`src/rtl/bp_pkg.sv`:
```
// Shared types and helpers for the branch predict unit: 2-bit counter type,
// its state constants and the saturating counter update.
package bp_pkg;

    typedef logic [1:0] ctr_t;

    localparam ctr_t CTR_SNT = 2'b00;
    localparam ctr_t CTR_WNT = 2'b01;
    localparam ctr_t CTR_WT  = 2'b10;
    localparam ctr_t CTR_ST  = 2'b11;

    localparam int unsigned PC_INC = 4;

    // Saturating step: never wraps strongly-taken to strongly-not-taken or back.
    function automatic ctr_t ctr_next(ctr_t ctr, logic taken);
        ctr_t nxt;
        nxt = ctr;
        if (taken) begin
            if (ctr != CTR_ST) nxt = 2'(ctr + 2'd1);
        end else begin
            if (ctr != CTR_SNT) nxt = 2'(ctr - 2'd1);
        end
        return nxt;
    endfunction

endpackage

```
`src/rtl/branch_predict_unit_if.sv`:
```
// Fetch/resolve bus between the pipeline (master) and the branch predict unit (slave).
interface branch_predict_unit_if #(
    parameter int unsigned PC_W  = 9,
    parameter int unsigned CNT_W = 16
);
    logic [PC_W-1:0]  fetch_pc;
    logic             halt;
    logic             pred_taken;
    logic [PC_W-1:0]  pred_target;
    logic [PC_W-1:0]  next_pc;

    logic             res_valid;
    logic [PC_W-1:0]  res_pc;
    logic             res_is_jump;
    logic             res_taken;
    logic [PC_W-1:0]  res_target;
    logic             res_pred_taken;
    logic [PC_W-1:0]  res_pred_target;
    logic             mispredict;
    logic [PC_W-1:0]  redirect_pc;

    logic [CNT_W-1:0] n_branches;
    logic [CNT_W-1:0] n_mispredicts;

    modport master (
        output fetch_pc, halt,
        output res_valid, res_pc, res_is_jump, res_taken, res_target,
        output res_pred_taken, res_pred_target,
        input  pred_taken, pred_target, next_pc,
        input  mispredict, redirect_pc,
        input  n_branches, n_mispredicts
    );

    modport slave (
        input  fetch_pc, halt,
        input  res_valid, res_pc, res_is_jump, res_taken, res_target,
        input  res_pred_taken, res_pred_target,
        output pred_taken, pred_target, next_pc,
        output mispredict, redirect_pc,
        output n_branches, n_mispredicts
    );

endinterface

```
`src/rtl/bp_table.sv`:
```
// Direct-mapped BTB with per-entry 2-bit counters: combinational read/tag compare,
// clocked write with counter update, async-reset clear.
module bp_table
    import bp_pkg::*;
#(
    parameter int unsigned PC_W    = 9,
    parameter int unsigned ENTRIES = 16
) (
    input  logic                                  clk,
    input  logic                                  rst_n,
    input  logic [$clog2(ENTRIES)-1:0]            rd_idx_i,
    input  logic [PC_W-$clog2(ENTRIES)-3:0]       rd_tag_i,
    output logic                                  rd_hit_o,
    output logic [PC_W-1:0]                       rd_target_o,
    output ctr_t                                  rd_ctr_o,
    input  logic                                  wr_en_i,
    input  logic [$clog2(ENTRIES)-1:0]            wr_idx_i,
    input  logic [PC_W-$clog2(ENTRIES)-3:0]       wr_tag_i,
    input  logic                                  wr_taken_i,
    input  logic                                  wr_jump_i,
    input  logic [PC_W-1:0]                       wr_target_i
);

    localparam int unsigned IDX_W = $clog2(ENTRIES);
    localparam int unsigned TAG_W = PC_W - IDX_W - 2;

    logic             valid_q  [ENTRIES];
    logic [TAG_W-1:0] tag_q    [ENTRIES];
    logic [PC_W-1:0]  target_q [ENTRIES];
    ctr_t             ctr_q    [ENTRIES];

    logic wr_hit;
    ctr_t ctr_d;

    // Read side sees pre-update contents; there is no write-to-read bypass.
    always_comb begin
        rd_hit_o    = valid_q[rd_idx_i] && (tag_q[rd_idx_i] == rd_tag_i);
        rd_target_o = rd_hit_o ? target_q[rd_idx_i] : '0;
        rd_ctr_o    = ctr_q[rd_idx_i];
    end

    // A miss (re)allocates with a weak counter in the resolved direction.
    always_comb begin
        wr_hit = valid_q[wr_idx_i] && (tag_q[wr_idx_i] == wr_tag_i);
        ctr_d  = ctr_q[wr_idx_i];
        if (!wr_hit) begin
            ctr_d = wr_taken_i ? CTR_WT : CTR_WNT;
        end else if (wr_jump_i) begin
            ctr_d = CTR_ST;
        end else begin
            ctr_d = ctr_next(ctr_q[wr_idx_i], wr_taken_i);
        end
    end

    always_ff @(posedge clk or negedge rst_n) begin
        if (!rst_n) begin
            for (int i = 0; i < int'(ENTRIES); i++) begin
                valid_q[i]  <= 1'b0;
                tag_q[i]    <= '0;
                target_q[i] <= '0;
                ctr_q[i]    <= CTR_WNT;
            end
        end else if (wr_en_i) begin
            valid_q[wr_idx_i]  <= 1'b1;
            tag_q[wr_idx_i]    <= wr_tag_i;
            target_q[wr_idx_i] <= wr_target_i;
            ctr_q[wr_idx_i]    <= ctr_d;
        end
    end

endmodule

```
`src/rtl/branch_predict_unit.sv`:
```
// Branch predict unit: BTB/counter lookup at fetch, outcome compare at EX,
// next-PC selection and saturating performance counters.
module branch_predict_unit
    import bp_pkg::*;
#(
    parameter int unsigned PC_W    = 9,
    parameter int unsigned ENTRIES = 16,
    parameter int unsigned CNT_W   = 16
) (
    input  logic                  clk,
    input  logic                  rst_n,
    branch_predict_unit_if.slave  bp_if
);

    localparam int unsigned IDX_W = $clog2(ENTRIES);
    localparam int unsigned TAG_W = PC_W - IDX_W - 2;

    if (PC_W < IDX_W + 3) begin : g_pc_w_check
        $error("branch_predict_unit: PC_W too small for ENTRIES");
    end

    logic             taken_a;
    logic             tbl_hit;
    logic [PC_W-1:0]  tbl_target;
    ctr_t             tbl_ctr;
    logic             pred_taken_c;
    logic [PC_W-1:0]  pred_target_c;
    logic             mispredict_c;
    logic [PC_W-1:0]  redirect_c;
    logic [PC_W-1:0]  next_pc_c;
    logic [CNT_W-1:0] n_br_q, n_br_d;
    logic [CNT_W-1:0] n_mp_q, n_mp_d;

    bp_table #(
        .PC_W    (PC_W),
        .ENTRIES (ENTRIES)
    ) u_table (
        .clk         (clk),
        .rst_n       (rst_n),
        .rd_idx_i    (bp_if.fetch_pc[IDX_W+1:2]),
        .rd_tag_i    (bp_if.fetch_pc[PC_W-1:IDX_W+2]),
        .rd_hit_o    (tbl_hit),
        .rd_target_o (tbl_target),
        .rd_ctr_o    (tbl_ctr),
        .wr_en_i     (bp_if.res_valid),
        .wr_idx_i    (bp_if.res_pc[IDX_W+1:2]),
        .wr_tag_i    (TAG_W'(bp_if.res_pc[PC_W-1:IDX_W+2])),
        .wr_taken_i  (taken_a),
        .wr_jump_i   (bp_if.res_is_jump),
        .wr_target_i (bp_if.res_target)
    );

    // Fetch prediction, EX resolution and next-PC priority select.
    always_comb begin
        taken_a       = bp_if.res_is_jump | bp_if.res_taken;
        pred_taken_c  = tbl_hit && tbl_ctr[1] && !bp_if.halt;
        pred_target_c = tbl_hit ? tbl_target : '0;
        mispredict_c  = 1'b0;
        redirect_c    = '0;
        if (bp_if.res_valid) begin
            mispredict_c = (taken_a != bp_if.res_pred_taken) ||
                           (taken_a && (bp_if.res_target != bp_if.res_pred_target));
            redirect_c   = taken_a ? bp_if.res_target
                                   : PC_W'(bp_if.res_pc + PC_W'(PC_INC));
        end
        if (mispredict_c) begin
            next_pc_c = redirect_c;
        end else if (bp_if.halt) begin
            next_pc_c = bp_if.fetch_pc;
        end else if (pred_taken_c) begin
            next_pc_c = pred_target_c;
        end else begin
            next_pc_c = PC_W'(bp_if.fetch_pc + PC_W'(PC_INC));
        end
    end

    // Stat counters stick at all-ones instead of wrapping.
    always_comb begin
        n_br_d = n_br_q;
        n_mp_d = n_mp_q;
        if (bp_if.res_valid && (n_br_q != '1)) n_br_d = CNT_W'(n_br_q + CNT_W'(1));
        if (mispredict_c && (n_mp_q != '1))    n_mp_d = CNT_W'(n_mp_q + CNT_W'(1));
    end

    always_ff @(posedge clk or negedge rst_n) begin
        if (!rst_n) begin
            n_br_q <= '0;
            n_mp_q <= '0;
        end else begin
            n_br_q <= n_br_d;
            n_mp_q <= n_mp_d;
        end
    end

    assign bp_if.pred_taken    = pred_taken_c;
    assign bp_if.pred_target   = pred_target_c;
    assign bp_if.next_pc       = next_pc_c;
    assign bp_if.mispredict    = mispredict_c;
    assign bp_if.redirect_pc   = redirect_c;
    assign bp_if.n_branches    = n_br_q;
    assign bp_if.n_mispredicts = n_mp_q;

endmodule

```
`src/flat_wrapper.sv`:
```
// flat-port wrapper written by rule: the top's interface ports become plain ports
module branch_predict_unit_flat import bp_pkg::*;
#(
    parameter int unsigned PC_W    = 9,
    parameter int unsigned ENTRIES = 16,
    parameter int unsigned CNT_W   = 16
)
  (clk, rst_n, bp_if_fetch_pc, bp_if_halt, bp_if_res_valid, bp_if_res_pc, bp_if_res_is_jump, bp_if_res_taken, bp_if_res_target, bp_if_res_pred_taken, bp_if_res_pred_target, bp_if_pred_taken, bp_if_pred_target, bp_if_next_pc, bp_if_mispredict, bp_if_redirect_pc, bp_if_n_branches, bp_if_n_mispredicts);
  branch_predict_unit_if #(.PC_W(PC_W), .CNT_W(CNT_W)) bp_if_i ();
  input  logic clk;
  input  logic rst_n;
  input wire logic [$bits(bp_if_i.fetch_pc)-1:0] bp_if_fetch_pc;
  input wire logic [$bits(bp_if_i.halt)-1:0] bp_if_halt;
  input wire logic [$bits(bp_if_i.res_valid)-1:0] bp_if_res_valid;
  input wire logic [$bits(bp_if_i.res_pc)-1:0] bp_if_res_pc;
  input wire logic [$bits(bp_if_i.res_is_jump)-1:0] bp_if_res_is_jump;
  input wire logic [$bits(bp_if_i.res_taken)-1:0] bp_if_res_taken;
  input wire logic [$bits(bp_if_i.res_target)-1:0] bp_if_res_target;
  input wire logic [$bits(bp_if_i.res_pred_taken)-1:0] bp_if_res_pred_taken;
  input wire logic [$bits(bp_if_i.res_pred_target)-1:0] bp_if_res_pred_target;
  output wire logic [$bits(bp_if_i.pred_taken)-1:0] bp_if_pred_taken;
  output wire logic [$bits(bp_if_i.pred_target)-1:0] bp_if_pred_target;
  output wire logic [$bits(bp_if_i.next_pc)-1:0] bp_if_next_pc;
  output wire logic [$bits(bp_if_i.mispredict)-1:0] bp_if_mispredict;
  output wire logic [$bits(bp_if_i.redirect_pc)-1:0] bp_if_redirect_pc;
  output wire logic [$bits(bp_if_i.n_branches)-1:0] bp_if_n_branches;
  output wire logic [$bits(bp_if_i.n_mispredicts)-1:0] bp_if_n_mispredicts;
  assign bp_if_i.fetch_pc = bp_if_fetch_pc;
  assign bp_if_i.halt = bp_if_halt;
  assign bp_if_i.res_valid = bp_if_res_valid;
  assign bp_if_i.res_pc = bp_if_res_pc;
  assign bp_if_i.res_is_jump = bp_if_res_is_jump;
  assign bp_if_i.res_taken = bp_if_res_taken;
  assign bp_if_i.res_target = bp_if_res_target;
  assign bp_if_i.res_pred_taken = bp_if_res_pred_taken;
  assign bp_if_i.res_pred_target = bp_if_res_pred_target;
  assign bp_if_pred_taken = bp_if_i.pred_taken;
  assign bp_if_pred_target = bp_if_i.pred_target;
  assign bp_if_next_pc = bp_if_i.next_pc;
  assign bp_if_mispredict = bp_if_i.mispredict;
  assign bp_if_redirect_pc = bp_if_i.redirect_pc;
  assign bp_if_n_branches = bp_if_i.n_branches;
  assign bp_if_n_mispredicts = bp_if_i.n_mispredicts;
  branch_predict_unit #(.PC_W(PC_W), .ENTRIES(ENTRIES), .CNT_W(CNT_W)) u_core (.clk(clk), .rst_n(rst_n), .bp_if(bp_if_i));
endmodule
```
`config.mk`:
```
export PLATFORM = sky130hd
export DESIGN_NAME = branch_predict_unit_flat
export DESIGN_NICKNAME = d
export VERILOG_FILES = /design/src/rtl/bp_pkg.sv /design/src/rtl/branch_predict_unit_if.sv /design/src/rtl/bp_table.sv /design/src/rtl/branch_predict_unit.sv /design/src/flat_wrapper.sv
export SDC_FILE = /design/constraint.sdc
export NUM_CORES = 1
export LEC_CHECK = 0
export CAP_MARGIN = 10
export CORE_MARGIN = 5
export CORE_UTILIZATION = 54
export DETAILED_ROUTE_END_ITERATION = 10
export HOLD_SLACK_MARGIN = 0.1
export PLACE_DENSITY = 0.74
export RECOVER_POWER = 25
export REMOVE_ABC_BUFFERS = 1
export SYNTH_ARGS = -nofsm -noshare
export SYNTH_HDL_FRONTEND = slang
export SYNTH_SLANG_ARGS = --single-unit
```
`constraint.sdc`:
```
create_clock -name clk -period 3.5 [get_ports clk]
set_input_delay 0.525 -clock clk [delete_from_list [all_inputs] [get_ports clk]]
set_output_delay 0.525 -clock clk [all_outputs]
set_load 0.02 [all_outputs]
```
**Yosys cells after proc, flatten, opt, wreduce, memory -nomap -nowiden**

Cells that the tools add are included.

- Flip-flop bits (word level): 272
- Input port bits: 43
- Output and inout bits: 61

- $add $sub $neg: 6
- $lt $le $gt $ge: 3
- Equality and inequality tests: 7
- Mux-type cells: 45
- Bitwise gates (word level): 4
- Reductions and logical operators: 11

Operator list:

| kind | number |
|---|---|
| bitwise mux 144 bit | 1 |
| two-way mux 9 bit | 9 |
| bitwise mux 48 bit | 1 |
| binary-select mux 9 bit (select 4 bit) | 1 |
| demux 9 bit (select 4 bit) | 1 |
| adder 16 x 1 -> 16 bit, second input constant | 2 |
| bitwise mux 32 bit | 1 |
| != test 16 bit, second input constant | 2 |
| binary-select mux 3 bit (select 4 bit) | 2 |
| two-way mux 2 bit | 11 |
| adder 9 x 3 -> 9 bit, second input constant | 2 |
| binary-select mux 2 bit (select 4 bit) | 2 |
| bitwise OR 16 bit | 1 |
| two-way mux 3 bit | 5 |
| demux 3 bit (select 4 bit) | 1 |
| greater-or-equal comparator 5 bit, second input constant | 2 |
| NOT 4 -> 5 bit | 2 |
| != test 9 bit | 1 |
| binary-select mux 1 bit (select 4 bit) | 2 |
| demux 2 bit (select 4 bit) | 1 |
| logical AND 1 bit | 8 |
| equality test 3 bit | 2 |
| two-way mux 1 bit | 6 |
| < comparator 5 x 1 -> 1 bit, second input constant | 1 |
| 9 further kinds | 9 |

**Longest topological paths before layout**

Gate-level depths: netlist of the first run.

- Depth in word-level cells: 11
- Gate-level depth with buffers: 12
- Mapped depth without buffers: 8

**Cells and area by module**

From an unflattened synthesis of the first run, not the netlist that was laid out.

- Cell total of the unflattened synthesis: 1,260
- Area, all modules: 14,351.3 um2

Modules (own cells, without submodules):

| module | instances | cells an instance | area an instance (um2) |
|---|---|---|---|
| bp_table | 1 | 996 | 12,055.3 |
| branch_predict_unit | 1 | 264 | 2,296.0 |

**Worst setup path before layout of the first run**

Ideal clock, no wire load.

- Kind: input port to output port
- Start: in bp_if_fetch_pc[4]
- End: out bp_if_next_pc[7]
- Data arrival time: 3.041 ns
- Data required time: 2.975 ns
- Path slack: -0.066 ns
- Stages on the path: 9
- Cells stage by stage: buf_2 -> buf_1 -> mux4_2 -> mux2_2 -> nand2_1 -> o21ai_0 -> o211ai_1 -> nor3_1 -> o311ai_0

- Cells in the longest elaborated chain, start to end: 11
- Elaborated cells between the ends (all ways): 22
- Classes of those cells: 1 x add/sub; 1 x eq/ne; 16 x mux; 1 x bitwise; 3 x reduce/logical

RTL lines:

| element | line | RTL |
|---|---|---|
| start: declaration | flat_wrapper.sv:12 | `input wire logic [$bits(bp_if_i.fetch_pc)-1:0] bp_if_fetch_pc;` |
| NOT 4 -> 5 bit (implied by the code) | bp_table.sv:37, bp_table.sv:38, bp_table.sv:39 |  |
| binary-select mux 3 bit (select 4 bit) | bp_table.sv:37 | `rd_hit_o = valid_q[rd_idx_i] && (tag_q[rd_idx_i] == rd_tag_i);` |
| two-way mux 3 bit (implied by the code) (2 in series) | bp_table.sv:37 |  |
| equality test 3 bit | bp_table.sv:37 |  |
| logical AND 1 bit | bp_table.sv:37 |  |
| logical AND 1 bit (2 in series) | branch_predict_unit.sv:56 | `pred_taken_c = tbl_hit && tbl_ctr[1] && !bp_if.halt;` |
| two-way mux 9 bit (*) | branch_predict_unit.sv:70 | `end else if (pred_taken_c) begin` |
| two-way mux 9 bit (*) | branch_predict_unit.sv:68 | `end else if (bp_if.halt) begin` |
| two-way mux 9 bit (*) | branch_predict_unit.sv:66 | `if (mispredict_c) begin` |
| end: declaration | flat_wrapper.sv:23 | `output wire logic [$bits(bp_if_i.next_pc)-1:0] bp_if_next_pc;` |

Every way passes the cells marked *; elsewhere a longest branch is shown, timed or not. The select of a mux whose other input is x is not followed.

**Worst setup path after layout of the first run**

- Start: reg u_core.u_table.ctr_q[3] (netlist bit)
- End: out bp_if_next_pc[6]

- Cells in the longest elaborated chain, start to end: 8

RTL lines:

| element | line | RTL |
|---|---|---|
| start: declaration | bp_table.sv:30 | `ctr_t ctr_q [ENTRIES];` |
| start signal: indexed assignment | bp_table.sv:67 | `ctr_q[wr_idx_i] <= ctr_d;` |
| binary-select mux 2 bit (select 4 bit) | bp_table.sv:39 | `rd_ctr_o = ctr_q[rd_idx_i];` |
| two-way mux 2 bit (implied by the code) (2 in series) | bp_table.sv:39 |  |
| logical AND 1 bit (2 in series) | branch_predict_unit.sv:56 |  |
| two-way mux 9 bit | branch_predict_unit.sv:70 |  |
| two-way mux 9 bit | branch_predict_unit.sv:68 |  |
| two-way mux 9 bit | branch_predict_unit.sv:66 |  |

No other way between the ends. The select of a mux whose other input is x is not followed.

==> results of run 1 <==
per-stage QoR:
stage                     instance area, µm²  instances  setup TNS, ps
after detailed placement               16300       1544         -13350
after floorplan                        13400        943              0
after global routing                   17500       1604          -1070
after CTS                              17500       1602           -182
final                                  17500       1604           -359
after global placement                 16300       1544         -13560
per-layer routing:
layer  wire (µm)  GRT usage, %  vias up
met5           0             0        -
met4        1620          9.97        0
met3        2440          4.25       87
met2       19200          45.1      385
met1       17000          39.8     5119
li1            -             -     4244
Yosys cell counts (3+ instances only):
| master | number |
|---|---|
| clkbuf_1 | 60 |
| o211a_1 | 4 |
| buf_6 | 5 |
| o31ai_1 | 3 |
| nand2b_1 | 15 |
| mux2_2 | 195 |
| and3_1 | 14 |
| ha_1 | 7 |
| nor2b_1 | 6 |
| and4_1 | 4 |
| mux4_2 | 84 |
| a22oi_1 | 14 |
| nand3_1 | 34 |
| xor2_1 | 12 |
| buf_1 | 9 |
| dfrtp_1 | 256 |
| a21o_1 | 6 |
| inv_1 | 21 |
| o21ai_0 | 17 |
| mux2i_1 | 32 |
| a31oi_1 | 4 |
| a21oi_2 | 4 |
| a21boi_0 | 4 |
| nor2_1 | 29 |
| nor3b_1 | 3 |
| buf_2 | 13 |
| or2_2 | 5 |
| nand2_1 | 45 |
| nand4_1 | 13 |
| dfstp_2 | 16 |
| and2_1 | 11 |
| xnor2_1 | 37 |
| a21oi_1 | 12 |
| o21ai_1 | 7 |
| nor3_1 | 8 |
state kept, by name (all words and copies together) (netlist names):
| signal | flops |
|---|---|
| u_core.bp_if.n_mispredicts | 16 |
| u_core.u_table.target_q | 144 |
| u_core.u_table.tag_q | 48 |
| u_core.u_table.ctr_q | 32 |
| u_core.u_table.valid_q | 16 |
| u_core.bp_if.n_branches | 16 |
worst max-delay path: stages (launching register included):
cell	delay, ps
dfrtp_1	350
inv_1	60
mux4_2	510
and3_4	210
or4_4	480
buf_6	150
or3_4	370
a31o_4	250
buf_6	130
cell type report:
cell class / instances / area [µm²]
clock inverter: 13 / 284
fill: 1720 / 7640
inverter: 21 / 82.6
sequential: 272 / 6830
multi-input combinational: 650 / 6660
clock buffer: 41 / 831
timing repair buffer: 277 / 2450
tap: 330 / 413
timing repair:
action / in CTS / in global routing
resized for setup: 117 / 34
pin swaps: 11 / 8
hold buffers: 1 / 0
hold endpoints to repair: 88 / 0
endpoints found under the setup margin: 20 / 15
setup buffers: 4 / 2
kinds of logic after synthesis:
logic type / count (synthesis) / synth area share, %
buf+inv: 110 / 3.43
mux: 311 / 31.9
fa+ha+maj: 7 / 0.634
compound gates: 85 / 4.10
xor+xnor: 49 / 3.10
flops: 272 / 49.4
simple gates: 198 / 7.47
report_power, final:
part	internal [µW]	switching [µW]	total [µW]
Sequential	3880	472	4350
Clock	2250	1300	3550
Combinational	1400	1040	2430
how the worst max path moves through the flow:
stage,end,start,depth (start not counted),slack [ps]
2_1_floorplan,u_core.u_table.ctr_q[11],bp_if_res_pc[2],7,60
3_3_place_gp,bp_if_next_pc[4],bp_if_fetch_pc[4],13,-820
3_5_place_dp,bp_if_next_pc[7],bp_if_fetch_pc[4],12,-840
4_1_cts,bp_if_next_pc[4],u_core.u_table.tag_q[43],11,-60
5_1_grt,bp_if_next_pc[5],u_core.u_table.tag_q[43],11,-150
6_report,bp_if_next_pc[6],u_core.u_table.ctr_q[3],8,-90
==> flow_metrics.py, run 1 <==
metrics = {
    "detailed_routing": {
        "viasPerCell": 6.13,
        "drcViolationCount": 0,
        "drt_iter0_markers": 967,
        "dr.pass1.iters": 5,
        "wirelength_um": 40200,
        "via_count": 9835,
        "detail-route-antenna-nets": 0,
        "wl_per_cell_um": 25.1,
    },
    "worst_hold_path": {
        "hold_path_depth": 2,
        "worstHoldStart": "u_core.u_table.ctr_q[20]",
        "hold_path_class": "reg -> reg",
        "min_to": "u_core.u_table.ctr_q[20]",
    },
    "finish": {
        "postLayoutCoreUtil_pct": 69.7,
        "nets": 1301,
        "drive_above_1_share_pct": 45.3,
        "layout_common_cells": "dfrtp_1 (256), mux2_2 (195), buf_4 (161), mux4_2 (84), clkdlybuf4s50_1 (69)",
        "antennaDiodeCount": 0,
        "syn_to_final_growth_pct": 26.9,
        "final_common_cell": "dfrtp_1",
    },
    "yosys": {
        "synth_cell_types": 50,
        "synth_warnings": 0,
        "synth_area_mm2": 0.0138,
        "syn_area_per_cell_um2": 13.4,
        "yosys.area.top_type_share_pct": 46.3,
        "synthCells": 1032,
        "ys_ff_latch": 272,
        "synthArstFlopShare_pct": 100,
        "synthFlopType": "dfrtp_1",
        "synth_edf_count": 0,
        "seq_area_frac_synth_pct": 49.4,
        "synth.area.top_cells": "dfrtp_1 (46%), mux2_2 (16%), mux4_2 (14%), dfstp_2 (3.0%), xnor2_1 (2.3%)",
        "synth.largest_area_cell": "dfrtp_1",
    },
    "outcome": {
        "status": "finished with violations",
        "violations": "max-capacitance violations, max-slew violations, negative setup slack",
    },
    "pwr": {
        "p_leak_uw": 0.00773,
        "finalPower_uw": 10300,
        "ir_drop_v": 0.000503,
        "p_per_area_mw_per_mm2": 589,
    },
    "critical_path": {
        "cp.required_ps": 2970,
        "r2r_start": "u_core.bp_if.n_mispredicts[7]",
        "regToRegSetupSlack_ps": 640,
        "critPathArrivalTime_ps": 3070,
        "r2r_end": "u_core.bp_if.n_mispredicts[15]",
        "crit_path_end_kind": "output port",
        "cp_max_fo": 5,
        "critical_path_class": "reg -> out",
        "r2r_cells": 7,
        "startpoint_type": "flip-flop",
    },
    "die": {
        "io_pins": 104,
        "die_h_um": 170,
        "coreArea_mm2": 0.0252,
        "placementRows": 58,
        "die_w_um": 170,
        "initial_core_util_pct": 54.9,
        "die_area_mm2": 0.0289,
    },
    "global_routing": {
        "grt_max_degree": 94,
        "grt_pass1_vias": 10500,
        "grt_usage_pct": 28.2,
        "antenna_found_initial": 0,
        "grt_pass1_wl_um": 62400,
        "overflow": 0,
    },
    "place": {
        "routabilityCongestion": 0.975,
        "io_buffers": 103,
        "hpwl_um": 28100,
        "dp_slack_ps": -837,
    },
    "clock_network": {
        "numClockSinks": 272,
        "cts_tree": "built",
        "htree_levels": 1,
        "tritoncts.num_buffers": 29,
        "clk_path_buf_depth": 3,
        "clk_pin_slew_ps": 60,
        "insertion_delay_ps": 560,
        "cts-root-buf": "clkbuf_16",
    },
    "timing": {
        "period_needed_ps": 3590,
        "maxSlewHeadroom_pct": -66.9,
        "grt_setup_unrepaired": "true",
        "finalSetupViolCount": 10,
        "max_freq_ghz": 0.278,
        "hold_viol": 0,
        "hold-worst-slack_ps": 464,
        "drv_slew": 92,
        "worstMarginPinSlew_ps": 2500,
        "final.period_utilization_pct": 103,
        "postLayoutSetupSlackWorst_ps": -91.5,
        "skew_ps": 13.9,
    },
    "flow_run": {
        "cap_violations": 1,
    },
}
Power figures use the tool's default switching activity.
==> run 2, diff against run 1 <==
Settings changed: CORE_MARGIN 5 to 3, SETUP_SLACK_MARGIN set to 0.15.
==> run 2 against run 1 <==
Worst hold slack lost 11 ps. The run still ends with max-capacitance violations, max-slew violations, negative setup slack left. Setup slack gained 13 ps. First-iteration DRC count decreased by 0.41%. Largest cell class unchanged. Wire length down 1.0%. Maximum frequency rose by 0.36%. Critical path type unchanged. Non-clock buffer count shrank 12. Register-to-register slack better by 110 ps. Sequential power barely moved. Die area down 4.7%. Design area is 0.26% higher. Critical path depth rose by 3. Global-route usage is 0.54 points higher.
==> flow_metrics.py, run 2 (synthesis results as in run 1) <==
metrics = {
    "critical_path": {
        "startpoint_type": "flip-flop",
        "cp.required_ps": 2970,
        "cp_cell_sequence": "mux4_2 -> mux2_2 -> nand2_1 -> o21ai_2 -> o211ai_1 -> buf_4 -> buf_4 -> nor3_2 -> o31ai_1 -> buf_4 -> buf_6",
        "max_stage_delay_ps": 480,
        "critPathArrivalTime_ps": 3050,
        "critPathMostFrequentCell": "buf_4",
        "slowest_stage": "mux4_2",
        "crit_path_end_kind": "output port",
        "critical_path_class": "reg -> out",
        "cp_max_fo": 5,
        "critPathBufInv": 4,
        "path_delay_family": "multiplexers",
    },
    "pwr": {
        "p_leak_uw": 0.00777,
        "switchingPower_uw": 2790,
        "combPwrFrac_pct": 24.0,
        "p_clk_share_pct": 33.1,
        "p_per_area_mw_per_mm2": 577,
        "seqPwrFrac_pct": 42.9,
        "ir_drop_v": 0.000437,
        "intPower_uw": 7350,
        "switching_share_pct": 27.5,
    },
    "timing": {
        "drv_slew": 102,
        "grt_setup_unrepaired": "true",
        "max_freq_ghz": 0.279,
        "maxSlewHeadroom_pct": -75.4,
        "worstMarginPinSlew_ps": 2630,
        "hold_viol": 0,
        "finalSetupViolCount": 4,
        "final.period_utilization_pct": 102,
        "postLayoutSetupSlackWorst_ps": -78.7,
        "hold-worst-slack_ps": 453,
        "skew_ps": 19.3,
        "period_needed_ps": 3580,
    },
    "clock_network": {
        "numClockSinks": 272,
        "clk_pin_slew_ps": 60,
        "insertion_delay_ps": 570,
        "cts-root-buf": "clkbuf_16",
        "clk_path_buf_depth": 3,
        "htree_levels": 1,
        "tritoncts.num_buffers": 30,
        "cts_tree": "built",
    },
    "die": {
        "initial_core_util_pct": 55.9,
        "die_w_um": 166,
        "placementRows": 57,
        "die_h_um": 166,
        "coreArea_mm2": 0.0247,
        "die_area_mm2": 0.0276,
        "io_pins": 104,
    },
    "global_routing": {
        "grt_pass1_wl_um": 61800,
        "grt_usage_pct": 28.7,
        "antenna_found_initial": 0,
        "grt_max_degree": 104,
        "overflow": 0,
        "grt_pass1_vias": 10300,
    },
    "finish": {
        "antennaDiodeCount": 0,
        "drive_above_1_share_pct": 46.0,
        "final_common_cell": "dfrtp_1",
        "postLayoutCoreUtil_pct": 71.1,
        "nets": 1290,
        "fillers": 1669,
        "largest_register_ffs": 144,
        "syn_to_final_growth_pct": 27.3,
        "layout_common_cells": "dfrtp_1 (256), mux2_2 (195), buf_4 (140), mux4_2 (84), clkdlybuf4s50_1 (62)",
        "multiInputGateArea_mm2": 0.00672,
        "top_regs": "u_core.u_table.target_q: 144 flops, u_core.u_table.tag_q: 48 flops, u_core.u_table.ctr_q: 32 flops",
        "regArea_mm2": 0.00683,
        "regMostFlops": "u_core.u_table.target_q",
        "fin_cells": 1585,
        "design_area_mm2": 0.0176,
    },
    "detailed_routing": {
        "drt_iter0_markers": 963,
        "wl_per_cell_um": 25.1,
        "viasPerCell": 6.21,
        "wirelength_um": 39800,
        "via_count": 9842,
        "detail-route-antenna-nets": 0,
        "drcViolationCount": 0,
        "dr.pass1.iters": 9,
    },
    "worst_hold_path": {
        "hold_path_class": "in -> reg",
    },
    "flow_run": {
        "cap_violations": 1,
    },
    "place": {
        "io_buffers": 103,
        "routabilityCongestion": 0.904,
        "dp.cells": 1502,
        "hpwl_um": 27000,
        "placed_area_mm2": 0.0160,
    },
    "outcome": {
        "violations": "max-capacitance violations, max-slew violations, negative setup slack",
        "status": "finished with violations",
    },
}
run 2: changes by cell type in the layout (fill, tap and decap cells not counted), sizes merged:
cell / before / now
buf: 193 / 181
dlygate4sd2: 12 / 9
dlymetal6s2s: 0 / 5
clkdlybuf4s50: 69 / 62
clkdlybuf4s15: 1 / 3
inv: 22 / 21
bufinv: 8 / 4
clkbuf: 42 / 46
clkinv: 3 / 4
bufbuf: 0 / 2
run 2: worst paths after layout:
kind | to | cells past startpoint | from | slack, ps
min in group asynchronous | u_core.bp_if.n_mispredicts[13] | 2 | rst_n | 1310
min | u_core.u_table.target_q[56] | 2 | bp_if_res_target[2] | 450
max in group asynchronous | u_core.u_table.target_q[86] | 2 | rst_n | 630
max reg2reg | u_core.u_table.ctr_q[1] | 9 | u_core.u_table.tag_q[1] | 750
max | bp_if_next_pc[5] | 11 | u_core.u_table.valid_q[0] | -80
min reg2reg | u_core.u_table.ctr_q[12] | 2 | u_core.u_table.ctr_q[12] | 470
run 2: final cells by class:
type,instances,area share (%)
Tap cell,324,2.30
Clock inverter,9,0.989
Sequential cell,272,38.8
Clock buffer,44,5.14
Timing Repair Buffer,265,14.1
Multi-Input combinational cell,650,38.2
Inverter,21,0.469
run 2: per-stage QoR:
stage / total power [µW] / worst slack [ps] / setup TNS, ps
finish: 10100 / -78.7 / -137
global placement: 6580 / -824 / -12800
floorplan: 5670 / 63.3 / 0
CTS: 10100 / -27.1 / -52.0
global route: 10600 / -174 / -636
detailed placement: 6680 / -868 / -14040
run 2: worst register-to-register path, delay by kind of cell, from the launching register on:
kind                   cells  cell delay [ps]
AOI/OAI and AO/OA          3              500
buffers and inverters      2              400
DFF                        1              380
muxes                      2              560
and+or+nand+nor            2              770
run 2: timing repair:
action                                  CTS  global route
gates resized for setup                 154            54
endpoints found under the setup margin   22            22
buffers inserted                         25             2
hold buffers                              1             0
cloned                                    2             0
hold endpoints to repair                 97             0
pin swaps                                26             7
run 2: power by group through the flow:
stage / Clock [µW] / Combinational [µW] / Sequential (µW)
CTS: 3410 / 2400 / 4330
detailed placement: 0 / 2300 / 4380
finish: 3360 / 2440 / 4350
floorplan: 0 / 1350 / 4310
global route: 3550 / 2610 / 4430
global placement: 0 / 2240 / 4330
run 2: routing by layer:
metal / GRT usage, % / up-vias / share of wire, %
met5: 0 / - / 0
met4: 10.1 / 0 / 4.3
met3: 5.14 / 118 / 7.4
met2: 45.2 / 457 / 48
met1: 40.8 / 5081 / 41
li1: - / 4186 / -
==> run 3, diff against run 2 <==
Settings changed: CORE_UTILIZATION 54 to 55, PLACE_DENSITY 0.74 to 0.76.
==> run 3 against run 2 <==
The flow still finishes with violations (max-capacitance violations, max-slew violations, negative setup slack). Die area decreased by 1.8%. Combinational power about the same. Largest cell class unchanged. Wire length decreased by 2.5%. Highest routed layer unchanged. Clock power decreased by 12%. Clock skew decreased by 11 ps. Final cell count decreased by 0.32%. Via count decreased by 1.2%. Count of clock-buffer cells in the layout increased by 4. First-iteration DRC count increased by 13%. Design area decreased by 1.2%. Setup slack improved by 7.6 ps.
==> flow_metrics.py, run 3 (synthesis results as in run 1) <==
metrics = {
    "die": {
        "die_area_mm2": 0.0271,
        "coreArea_mm2": 0.0245,
        "placementRows": 57,
        "die_h_um": 165,
        "die_w_um": 165,
        "initial_core_util_pct": 56.3,
        "io_pins": 104,
    },
    "worst_hold_path": {
        "worstHoldStart": "u_core.u_table.ctr_q[22]",
        "hold_path_class": "reg -> reg",
    },
    "finish": {
        "multiInputGateArea_mm2": 0.00676,
        "syn_to_final_growth_pct": 25.7,
        "top_regs": "u_core.u_table.target_q: 144 flops, u_core.u_table.tag_q: 48 flops, u_core.u_table.ctr_q: 32 flops",
        "postLayoutCoreUtil_pct": 70.9,
        "antennaDiodeCount": 0,
        "largest_register_ffs": 144,
        "nets": 1283,
        "regArea_mm2": 0.00683,
        "final_common_cell": "dfrtp_1",
        "fillers": 1683,
        "regMostFlops": "u_core.u_table.target_q",
        "fin_cells": 1580,
        "drive_above_1_share_pct": 45.5,
        "layout_common_cells": "dfrtp_1 (256), mux2_2 (195), buf_4 (136), mux4_2 (84), clkdlybuf4s50_1 (65)",
    },
    "global_routing": {
        "grt_usage_pct": 29.4,
        "grt_pass1_vias": 10200,
        "overflow": 0,
        "antenna_found_initial": 0,
        "grt_pass1_wl_um": 60000,
        "grt_max_degree": 83,
    },
    "outcome": {
        "violations": "max-capacitance violations, max-slew violations, negative setup slack",
        "status": "finished with violations",
    },
    "flow_run": {
        "cap_violations": 1,
    },
    "place": {
        "dp_slack_ps": -905,
        "io_buffers": 103,
        "hpwl_um": 27000,
        "routabilityCongestion": 0.973,
        "dp.cells": 1512,
    },
    "detailed_routing": {
        "viasPerCell": 6.16,
        "routed-wl-met3_um": 2740,
        "drt_iter0_markers": 1092,
        "wl_met1_um": 16000,
        "detail-route-antenna-nets": 0,
        "wl_per_cell_um": 24.6,
        "wirelength_um": 38800,
        "routed.top_layer": "met4",
        "drcViolationCount": 0,
        "wl_met2_um": 18200,
        "via_count": 9727,
        "dr.pass1.iters": 6,
    },
    "clock_network": {
        "tritoncts.num_buffers": 29,
        "cts_tree": "built",
        "insertion_delay_ps": 560,
        "htree_levels": 1,
        "numClockSinks": 272,
        "cts-root-buf": "clkbuf_16",
        "clk_pin_slew_ps": 60,
        "clk_path_buf_depth": 3,
    },
    "timing": {
        "grt_setup_unrepaired": "true",
        "period_needed_ps": 3570,
        "postLayoutSetupSlackWorst_ps": -71.1,
        "skew_ps": 7.81,
        "final.period_utilization_pct": 102,
        "worstMarginPinSlew_ps": 2050,
        "finalSetupViolCount": 6,
        "maxSlewHeadroom_pct": -36.7,
        "max_freq_ghz": 0.280,
        "hold_viol": 0,
        "drv_slew": 83,
    },
    "critical_path": {
        "cp.required_ps": 2970,
        "cp_cell_sequence": "clkdlybuf4s15_1 -> buf_12 -> buf_12 -> mux4_2 -> nor2b_4 -> a211oi_1 -> buf_4 -> or4_4 -> buf_6 -> or3_1 -> a31o_4 -> buf_6",
        "startpoint_type": "primary input",
        "critical_path_class": "in -> out",
        "r2r_start": "u_core.bp_if.n_mispredicts[7]",
        "max_stage_delay_ps": 550,
        "slowest_stage": "or4_4",
        "cp_max_fo": 8,
        "critPathArrivalTime_ps": 3050,
        "timing.critical_path.from": "bp_if_fetch_pc[4]",
        "crit_path_end_kind": "output port",
    },
    "pwr": {
        "p_leak_uw": 0.00761,
        "p_per_area_mw_per_mm2": 560,
        "ir_drop_v": 0.000365,
    },
}
-- run 3: cell types whose count changed in the layout (fill, tap and decap cells not counted), sizes merged --
cell / before / now
clkdlybuf4s50: 62 / 65
dlymetal6s2s: 5 / 0
buf: 181 / 175
clkinv: 4 / 3
dlygate4sd2: 9 / 11
bufinv: 4 / 0
clkdlybuf4s15: 3 / 4
clkinvlp: 1 / 3
bufbuf: 2 / 0
clkbuf: 46 / 51
-- run 3: stage by stage --
stage / power [µW] / setup TNS (ps) / hold slack, ps / cell area (µm²)
after floorplan: 5670 / 0 / 229 / 13400
after global placement: 6600 / -12800 / 448 / 16100
after detailed placement: 6700 / -13420 / 457 / 16100
after CTS: 9730 / -54.6 / 466 / 17200
after global routing: 10200 / -1760 / 484 / 17400
final: 9740 / -235 / 468 / 17400
-- run 3: per-layer routing --
layer	global-route usage [%]	up-vias
met2	46.0	410
li1	-	4190
met4	12.1	0
met1	40.9	5016
met3	5.49	111
met5	0	-
-- run 3: critical path, delay by kind of cell --
| kind | cells | cell delay (ps) |
|---|---|---|
| AND/OR/NAND/NOR | 3 | 1060 |
| buffers and inverters | 6 | 950 |
| AO/OA/AOI/OAI | 2 | 300 |
| multiplexers | 1 | 210 |
-- run 3: path summary, 6_finish.rpt --
kind	to	slack [ps]	cells past startpoint
setup / recovery	bp_if_next_pc[6]	-70	12
hold / removal	u_core.u_table.ctr_q[22]	470	2
setup reg to reg	u_core.bp_if.n_mispredicts[11]	720	7
hold reg to reg	u_core.u_table.ctr_q[22]	470	2
max in group asynchronous	u_core.u_table.target_q[56]	490	3
min in group asynchronous	u_core.u_table.tag_q[17]	1050	2
-- run 3: where the power goes --
part	leakage (µW)	internal (µW)	total [µW]	switching (µW)
registers	0.00327	3880	4350	470
clock network	0.000450	1710	2960	1250
logic	0.00389	1400	2430	1030
-- run 3: area by class of cell --
| type | count | area share (%) |
|---|---|---|
| Multi-Input combinational cell | 650 | 38.9 |
| Timing Repair Buffer | 259 | 13.7 |
| Clock buffer | 48 | 5.05 |
| Sequential cell | 272 | 39.3 |
| Tap cell | 324 | 2.33 |
| Inverter | 21 | 0.475 |
| Clock inverter | 6 | 0.288 |
-- run 3: repair_timing --
action,in CTS,in global routing
setup buffers,10,3
endpoints found under the setup margin,22,20
pin swaps,24,10
endpoints found under the hold margin,62,0
gates resized for setup,154,47
hold buffers,1,0
